File: src/rtl/fnn_pkg.sv
// Shared definitions for the FNN weight path: loader FSM states and word width.
package fnn_pkg;

    localparam int DATA_WIDTH = 16;

    typedef enum logic [1:0] {
        IDLE = 2'd0,
        LOAD = 2'd1,
        DONE = 2'd2,
        ERR  = 2'd3
    } loader_state_t;

endpackage : fnn_pkg

File: src/rtl/w_mem_loader.sv
// Weight memory loader: turns a neuron-major valid/ready stream of weight words
// into one-cycle write strobes on the per-neuron weight memory write ports.
module w_mem_loader
    import fnn_pkg::*;
#(
    parameter int numNeurons   = 10,
    parameter int numWeight    = 30,
    parameter int addressWidth = $clog2(numWeight),
    parameter int neuronWidth  = $clog2(numNeurons),
    parameter int dataWidth    = DATA_WIDTH
) (
    input  logic                    clk,
    input  logic                    rst_n,
    input  logic                    start,
    input  logic                    s_valid,
    output logic                    s_ready,
    input  logic [dataWidth-1:0]    s_data,
    input  logic                    s_last,
    output logic [numNeurons-1:0]   wen,
    output logic [addressWidth-1:0] wadd,
    output logic [dataWidth-1:0]    win,
    output logic                    busy,
    output logic                    done,
    output logic                    err
);

    localparam logic [addressWidth-1:0] WCNT_MAX = addressWidth'(numWeight - 1);
    localparam logic [neuronWidth-1:0]  NCNT_MAX = neuronWidth'(numNeurons - 1);

    loader_state_t           state_reg;
    logic [addressWidth-1:0] wcnt_reg;
    logic [neuronWidth-1:0]  ncnt_reg;
    logic [numNeurons-1:0]   ncnt_onehot;
    logic                    handshake;
    logic                    wcnt_wrap;
    logic                    final_word;

    // One-hot decode of the neuron counter selecting which memory gets the word
    generate
        for (genvar gi = 0; gi < numNeurons; gi++) begin : g_onehot
            assign ncnt_onehot[gi] = (ncnt_reg == neuronWidth'(gi));
        end
    endgenerate

    // Status outputs are pure decodes of the state register, so nothing on the
    // stream inputs can reach s_ready combinationally.
    assign s_ready = (state_reg == LOAD);
    assign busy    = (state_reg == LOAD);
    assign done    = (state_reg == DONE);
    assign err     = (state_reg == ERR);

    assign handshake  = s_valid & s_ready;
    assign wcnt_wrap  = (wcnt_reg == WCNT_MAX);
    assign final_word = wcnt_wrap && (ncnt_reg == NCNT_MAX);

    // Loader FSM: counters, state and the registered memory write port
    always_ff @(posedge clk or negedge rst_n) begin
        if (!rst_n) begin
            state_reg <= IDLE;
            wcnt_reg  <= '0;
            ncnt_reg  <= '0;
            wen       <= '0;
            wadd      <= '0;
            win       <= '0;
        end else begin
            wen <= '0;
            case (state_reg)
                IDLE: begin
                    if (start) begin
                        state_reg <= LOAD;
                        wcnt_reg  <= '0;
                        ncnt_reg  <= '0;
                    end
                end
                LOAD: begin
                    if (handshake) begin
                        // A premature s_last still gets its word written
                        wen  <= ncnt_onehot;
                        wadd <= wcnt_reg;
                        win  <= s_data;
                        if (wcnt_wrap) begin
                            wcnt_reg <= '0;
                            ncnt_reg <= ncnt_reg + 1'b1;
                        end else begin
                            wcnt_reg <= wcnt_reg + 1'b1;
                        end
                        if (final_word) begin
                            state_reg <= s_last ? DONE : ERR;
                        end else if (s_last) begin
                            state_reg <= ERR;
                        end
                    end
                end
                DONE: begin
                    state_reg <= IDLE;
                end
                ERR: begin
                    if (start) begin
                        state_reg <= LOAD;
                        wcnt_reg  <= '0;
                        ncnt_reg  <= '0;
                    end
                end
                default: begin
                    state_reg <= IDLE;
                end
            endcase
        end
    end

endmodule : w_mem_loader
File: config.mk
export PLATFORM = sky130hd
export DESIGN_NAME = w_mem_loader
export DESIGN_NICKNAME = d
export VERILOG_FILES = /design/src/rtl/fnn_pkg.sv /design/src/rtl/w_mem_loader.sv
export SDC_FILE = /design/constraint.sdc
export NUM_CORES = 1
export LEC_CHECK = 0
export ABC_AREA = 1
export BUFFER_PORTS_ARGS = -buffer_cell sky130_fd_sc_hd__clkbuf_2
export CORE_MARGIN = 5
export CORE_UTILIZATION = 51
export CTS_CLUSTER_DIAMETER = 30
export DETAILED_ROUTE_END_ITERATION = 8
export GPL_ROUTABILITY_DRIVEN = 0
export PLACE_DENSITY = 0.79
export SLEW_MARGIN = 20
export SYNTH_ARGS = -nofsm -noshare
export SYNTH_HDL_FRONTEND = slang
export SYNTH_SLANG_ARGS = --single-unit
File: constraint.sdc
create_clock -name clk -period 1.9 [get_ports clk]
set_input_delay 0.19 -clock clk [delete_from_list [all_inputs] [get_ports clk]]
set_output_delay 0.19 -clock clk [all_outputs]
set_load 0.01 [all_outputs]
# Word level (Yosys, flattened, before mapping)
# Index checks and enable logic that the tools add are counted.
[word_totals] reg_bits=42 input_bits=21 wordCells=51
[op_classes] add_sub_neg=2 n_eq_ne=17 muxes=16 n_bitwise=1 n_reduce_logical=9
[op_table] operator="$mux W10" n=2
[op_table] operator="$eq A4 B3 Y1 const B" n=4
[op_table] operator="$mux W5" n=3
[op_table] operator="$mux W4" n=3
[op_table] operator="$pmux W5 S2" n=1
[op_table] operator="$eq A4 B2 Y1 const B" n=2
[op_table] operator="$eq A4 B4 Y1 const B" n=2
[op_table] operator="$mux W2" n=4
[op_table] operator="$pmux W4 S2" n=1
[op_table] operator="$ne A2 B1 Y1 const B" n=3
[op_table] operator="$pmux W2 S3" n=1
[op_table] operator="$reduce_and A3 Y1" n=2
[op_table] operator="$add A5 B1 Y5 const B" n=1
[op_table] operator="$eq A5 B5 Y1 const B" n=1
[op_table] operator="$add A4 B1 Y4 const B" n=1
[op_table] operator="$eq A2 B2 Y1 const B" n=2
[op_table] operator="$eq A4 B1 Y1 const B" n=1
[op_table] operator="$logic_not A4 Y1" n=1
[op_table] operator="$reduce_and A4 Y1" n=1
[op_table] operator="$ne A3 B1 Y1 const B" n=1
[op_table] operator="$eq A2 B1 Y1 const B" n=1
[op_table] operator="$logic_not A2 Y1" n=1
[op_table] operator="$reduce_and A2 Y1" n=1
[op_table] operator="$reduce_bool A2 Y1" n=1
[op_table] operator="other kinds (4)" n=4

# Depth between registers and ports, before layout
[logic_depth] depth_word=5 mapped_depth=9 ltp_nobuf=9

# Least setup slack after synthesis
# Ideal clock, no wire load.
[synth_timing] path_type="register to register" start="reg state_reg[1]" end="reg wadd[2]" arrival_time_ns=1.269 path_slack_ns=0.514 stages_incl_launch_ff=8 path_buffers=2 path_cell_list="dfrtp_1 inv_1 ha_1 nand2_2 buf_6 buf_2 nand2_1 nand2_1"
[synth_between] elab_chain_len=3
[synth_lines] item="from (decl)" line_no="w_mem_loader.sv:30" rtl="loader_state_t state_reg;"
[synth_lines] item="from (signal assigned)" line_no="w_mem_loader.sv:88" rtl="state_reg <= s_last ? DONE : ERR;"
[synth_lines] item="$eq A2 B1 Y1 (*)"
[synth_lines] item="named net busy" line_no="w_mem_loader.sv:22" rtl="output logic busy,"
[synth_lines] item="$and A1 B1 Y1" line_no="w_mem_loader.sv:52" rtl="assign handshake = s_valid & s_ready;"
[synth_lines] item="$reduce_and A2 Y1 (no source line) (*)"
[synth_lines] item="to (signal assigned)" line_no="w_mem_loader.sv:79" rtl="wadd <= wcnt_reg;"
[synth_lines] item="to (decl)" line_no="w_mem_loader.sv:20" rtl="output logic [addressWidth-1:0] wadd,"
# Mark *: on every way through the listed nets, which the timed path passes. The rest lies on a longest branch.
# A chain may end at the register's enable or synchronous reset.

# Worst setup path in the final report
[layout_timing] start="reg state_reg[1]" end="reg wen[1]"
[layout_between] elab_chain_len=4
[layout_lines] item="$eq A2 B1 Y1 (*)" line_no="w_mem_loader.sv:47, w_mem_loader.sv:67"
[layout_lines] item="$and A1 B1 Y1" line_no="w_mem_loader.sv:52"
[layout_lines] item="$mux W10" line_no="w_mem_loader.sv:76" rtl="if (handshake) begin"
[layout_lines] item="$mux W10 (*)" line_no="w_mem_loader.sv:67" rtl="case (state_reg)"
[layout_lines] item="to (signal assigned)" line_no="w_mem_loader.sv:78" rtl="wen <= ncnt_onehot;"
[layout_lines] item="to (decl)" line_no="w_mem_loader.sv:19" rtl="output logic [numNeurons-1:0] wen,"
# Every way passes the cells marked *; elsewhere a longest branch is shown, timed or not.

==> out/qor.yml <==
status: "completed"
drtPass1Iterations: 6
synth_top_area_cell: "dfrtp_1"
crit_path_frequent_cell: "inv_1"
die_w_um: 71.4
final.period_utilization_pct: 83.1
post_cts_buffers: 0
finalNetCount: 301
slew_violations: 0
largest-register: "win"
via_per_inst: 4.69
track_usage_pct: 15.8
setup_viol: 0
synthesis.nets: 241
r2r_start: "state_reg[1]$_DFFE_PN0P_"
slew_headroom_pct: 57.0
vdd_drop_max_uv: 855
timing.rr.end: "wen[1]$_DFF_PN0_"
grt_pass1_wl_mm: 6.46
start_util_pct: 52.6
wl_mm: 3.81
start_kind: "register"
grt_start_max_net_pins: 27
cp-end-kind: "register"
drc_errors: 0
n_antenna_cell: 0
synth_top_flop_cell: "dfrtp_1"
num_io_pins: 56
path_max_fanout: 20
power.internal_mw: 2.04
period_needed_ns: 1.58
synth_edf_count: 0
holdPathStages: 3
switchingPower_mw: 1.34
syn_area_per_cell_um2: 9.12
reg2reg_slack_ns: 0.32
design.die.area_mm2: 0.00510
yosys_warnings: 0
worst-r2r-cell-count: 7
clkLatencyLatePin_ns: 0.28
synth-seq-area-share_pct: 54.6
crit_family: "flip-flops"
num_vias: 1502
p_sw_share_pct: 39.6
p_comb_share_pct: 40.9
min_to: "win[8]$_DFFE_PN0P_"
wire_per_inst_um: 11.9
die_h_um: 71.4
critPathLaunch: "state_reg[1]$_DFFE_PN0P_"
syn_inst: 211
largest_register_ffs: 16
gr-total-overflow: 0
slowest_stage: "dfrtp_1"
cp.depth: 7
skew_ns: 0.00746
first_iter_violations: 103
synth.cell_area_mm2: 0.00192
synth.distinct_cells: 23
max_stage_delay_ns: 0.42
postRouteAntennaNets: 0
clk_pin_slew_ns: 0.08
grt_pass1_vias: 1424
cts_tree: "done"
holdCritStartpoint: "s_data[8]"
async_flop_share_pct: 100
h-tree-depth: 2
arrival_ns: 1.79
stdcell_count: 320
io_buffers: 55
synth_top_cell_area_share_pct: 54.6
numCtsBuffers: 5
coreArea_mm2: 0.00366
clkPwrFrac_pct: 20.2
reg.largest.list: "win: 16 flops, wen: 10 flops"
drive_gt1_share_pct: 32.4
ys_ff_latch: 42
cts_root_buffer: "clkbuf_8"
antenna_found_initial: 0
min_path_type: "in -> reg"
dp_cells: 311
cap_viol_max_count: 0
worstPathRequired_ns: 2.11
clock_path_buffers: 2
synth_common_cells: "nand2_1 (81), dfrtp_1 (42), inv_1 (18), nor2_1 (11)"
area_growth_syn_to_layout_pct: 22.3
finalHoldViolCount: 0
grt_setup_unrepaired: "no"
tightest_slew_ns: 0.646
clkSinkCount: 42
seqPwrFrac_pct: 38.9
final.setup.tns_ns: 0
dp_hpwl_mm: 2.84
worst-path-buf-inv: 3
fp-row-count: 22
synth_most_common_cell: "nand2_1"
worstSetupPathType: "reg -> reg"
synth_top_cells_by_area: "dfrtp_1 (55%), nand2_1 (16%), ha_1 (5.9%), inv_1 (3.5%), nand2_2 (2.9%)"
powerDensity_mw_per_mm2: 1430
timing.fmax_mhz: 633
p_leak_nw: 1.29
critical_path.cell_chain: "inv_1 -> ha_1 -> nand2_2 -> inv_1 -> buf_4 -> nand2_1 -> nor2_1"
==> layout by cell type (no fill, tap or decap), types with 2 or more instances in the layout <==
cell      count
clkinv_2      2
ha_1          9
nand2_2       9
o21ai_2       5
nand3_1       6
xnor2_1       2
xor2_1        2
o21ai_1       4
clkbuf_2     55
nor2_1       11
nand2_1      81
nor3_1        2
inv_1        18
nor3_2        2
nor2_2        3
buf_4         3
o21ai_0       4
clkbuf_8      5
dfrtp_1      42
==> worst register-to-register path, delay by kind of cell, from the launching register on <==
kind | cells | cell delay (ns)
AND/OR/NAND/NOR | 3 | 0.36
flip-flops | 1 | 0.42
buffers and inverters | 3 | 0.37
adder cells (fa/ha/maj) | 1 | 0.36
==> cells by family after synthesis <==
group,Yosys count,synth area share [%]
xor gates and xnor gates,4,1.82
AOI/OAI and AO/OA,13,4.36
DFF,42,54.6
buffers and inverters,25,6.18
adders and majority gates,9,5.85
and+or+nand+nor,118,27.2
==> layer usage <==
| layer | track usage, % | share of wire [%] | wire [um] | vias to the layer above |
|---|---|---|---|---|
| met5 | 0 | 0 | 0 | - |
| met4 | 4.38 | 1.1 | 42 | 0 |
| met3 | 2.95 | 5.1 | 194 | 5 |
| met2 | 26.7 | 50 | 1890 | 37 |
| met1 | 20.6 | 44 | 1680 | 693 |
| li1 | - | - | - | 767 |
==> worst max path at each step <==
| stage | endpoint | slack [ns] |
|---|---|---|
| final | wen[1]$_DFF_PN0_ | 0.32 |
| after global routing | wen[1]$_DFF_PN0_ | 0.18 |
| after CTS | wen[1]$_DFF_PN0_ | 0.31 |
| after floorplan | wadd[2]$_DFFE_PN0P_ | 0.51 |
| after detailed placement | ncnt_reg[3]$_DFFE_PN0P_ | 0.35 |
| after global placement | ncnt_reg[3]$_DFFE_PN0P_ | 0.38 |
==> repair_timing <==
action,CTS,global route
hold buffers,1,0
setup endpoints to repair,0,0
resized for setup,0,0
hold endpoints to repair,25,0
==> final cells by class <==
type	count	area (um^2)
sequential	42	1050
inverter	19	71.3
timing repair buffer	59	308
multi-input combinational	144	754
clock buffer	5	68.8
tap	48	60.1
clock inverter	3	40.0
fill	306	1310
==> per-stage QoR <==
stage / setup slack (ns) / hold WS, ns / cell area (um^2) / power (mW) / utilization (%)
5_1_grt: 0.185 / 0.0935 / 2350 / 3.65 / 64.3
3_5_place_dp: 0.353 / 0.244 / 2230 / 2.72 / 61.0
6_report: 0.321 / 0.0973 / 2350 / 3.37 / 64.3
4_1_cts: 0.314 / 0.0941 / 2350 / 3.41 / 64.3
2_1_floorplan: 0.514 / -0.106 / 1920 / 2.30 / -
3_3_place_gp: 0.382 / 0.244 / 2230 / 2.69 / 61.0
==> power by group through the flow <==
| stage | Combinational, mW | Clock (mW) | Sequential, mW |
|---|---|---|---|
| after floorplan | 0.896 | 0 | 1.40 |
| after global placement | 1.37 | 0 | 1.32 |
| after detailed placement | 1.39 | 0 | 1.33 |
| after CTS | 1.40 | 0.694 | 1.31 |
| after global routing | 1.56 | 0.738 | 1.35 |
| final | 1.38 | 0.681 | 1.31 |
No activity file was read; power rests on OpenSTA's default activity.
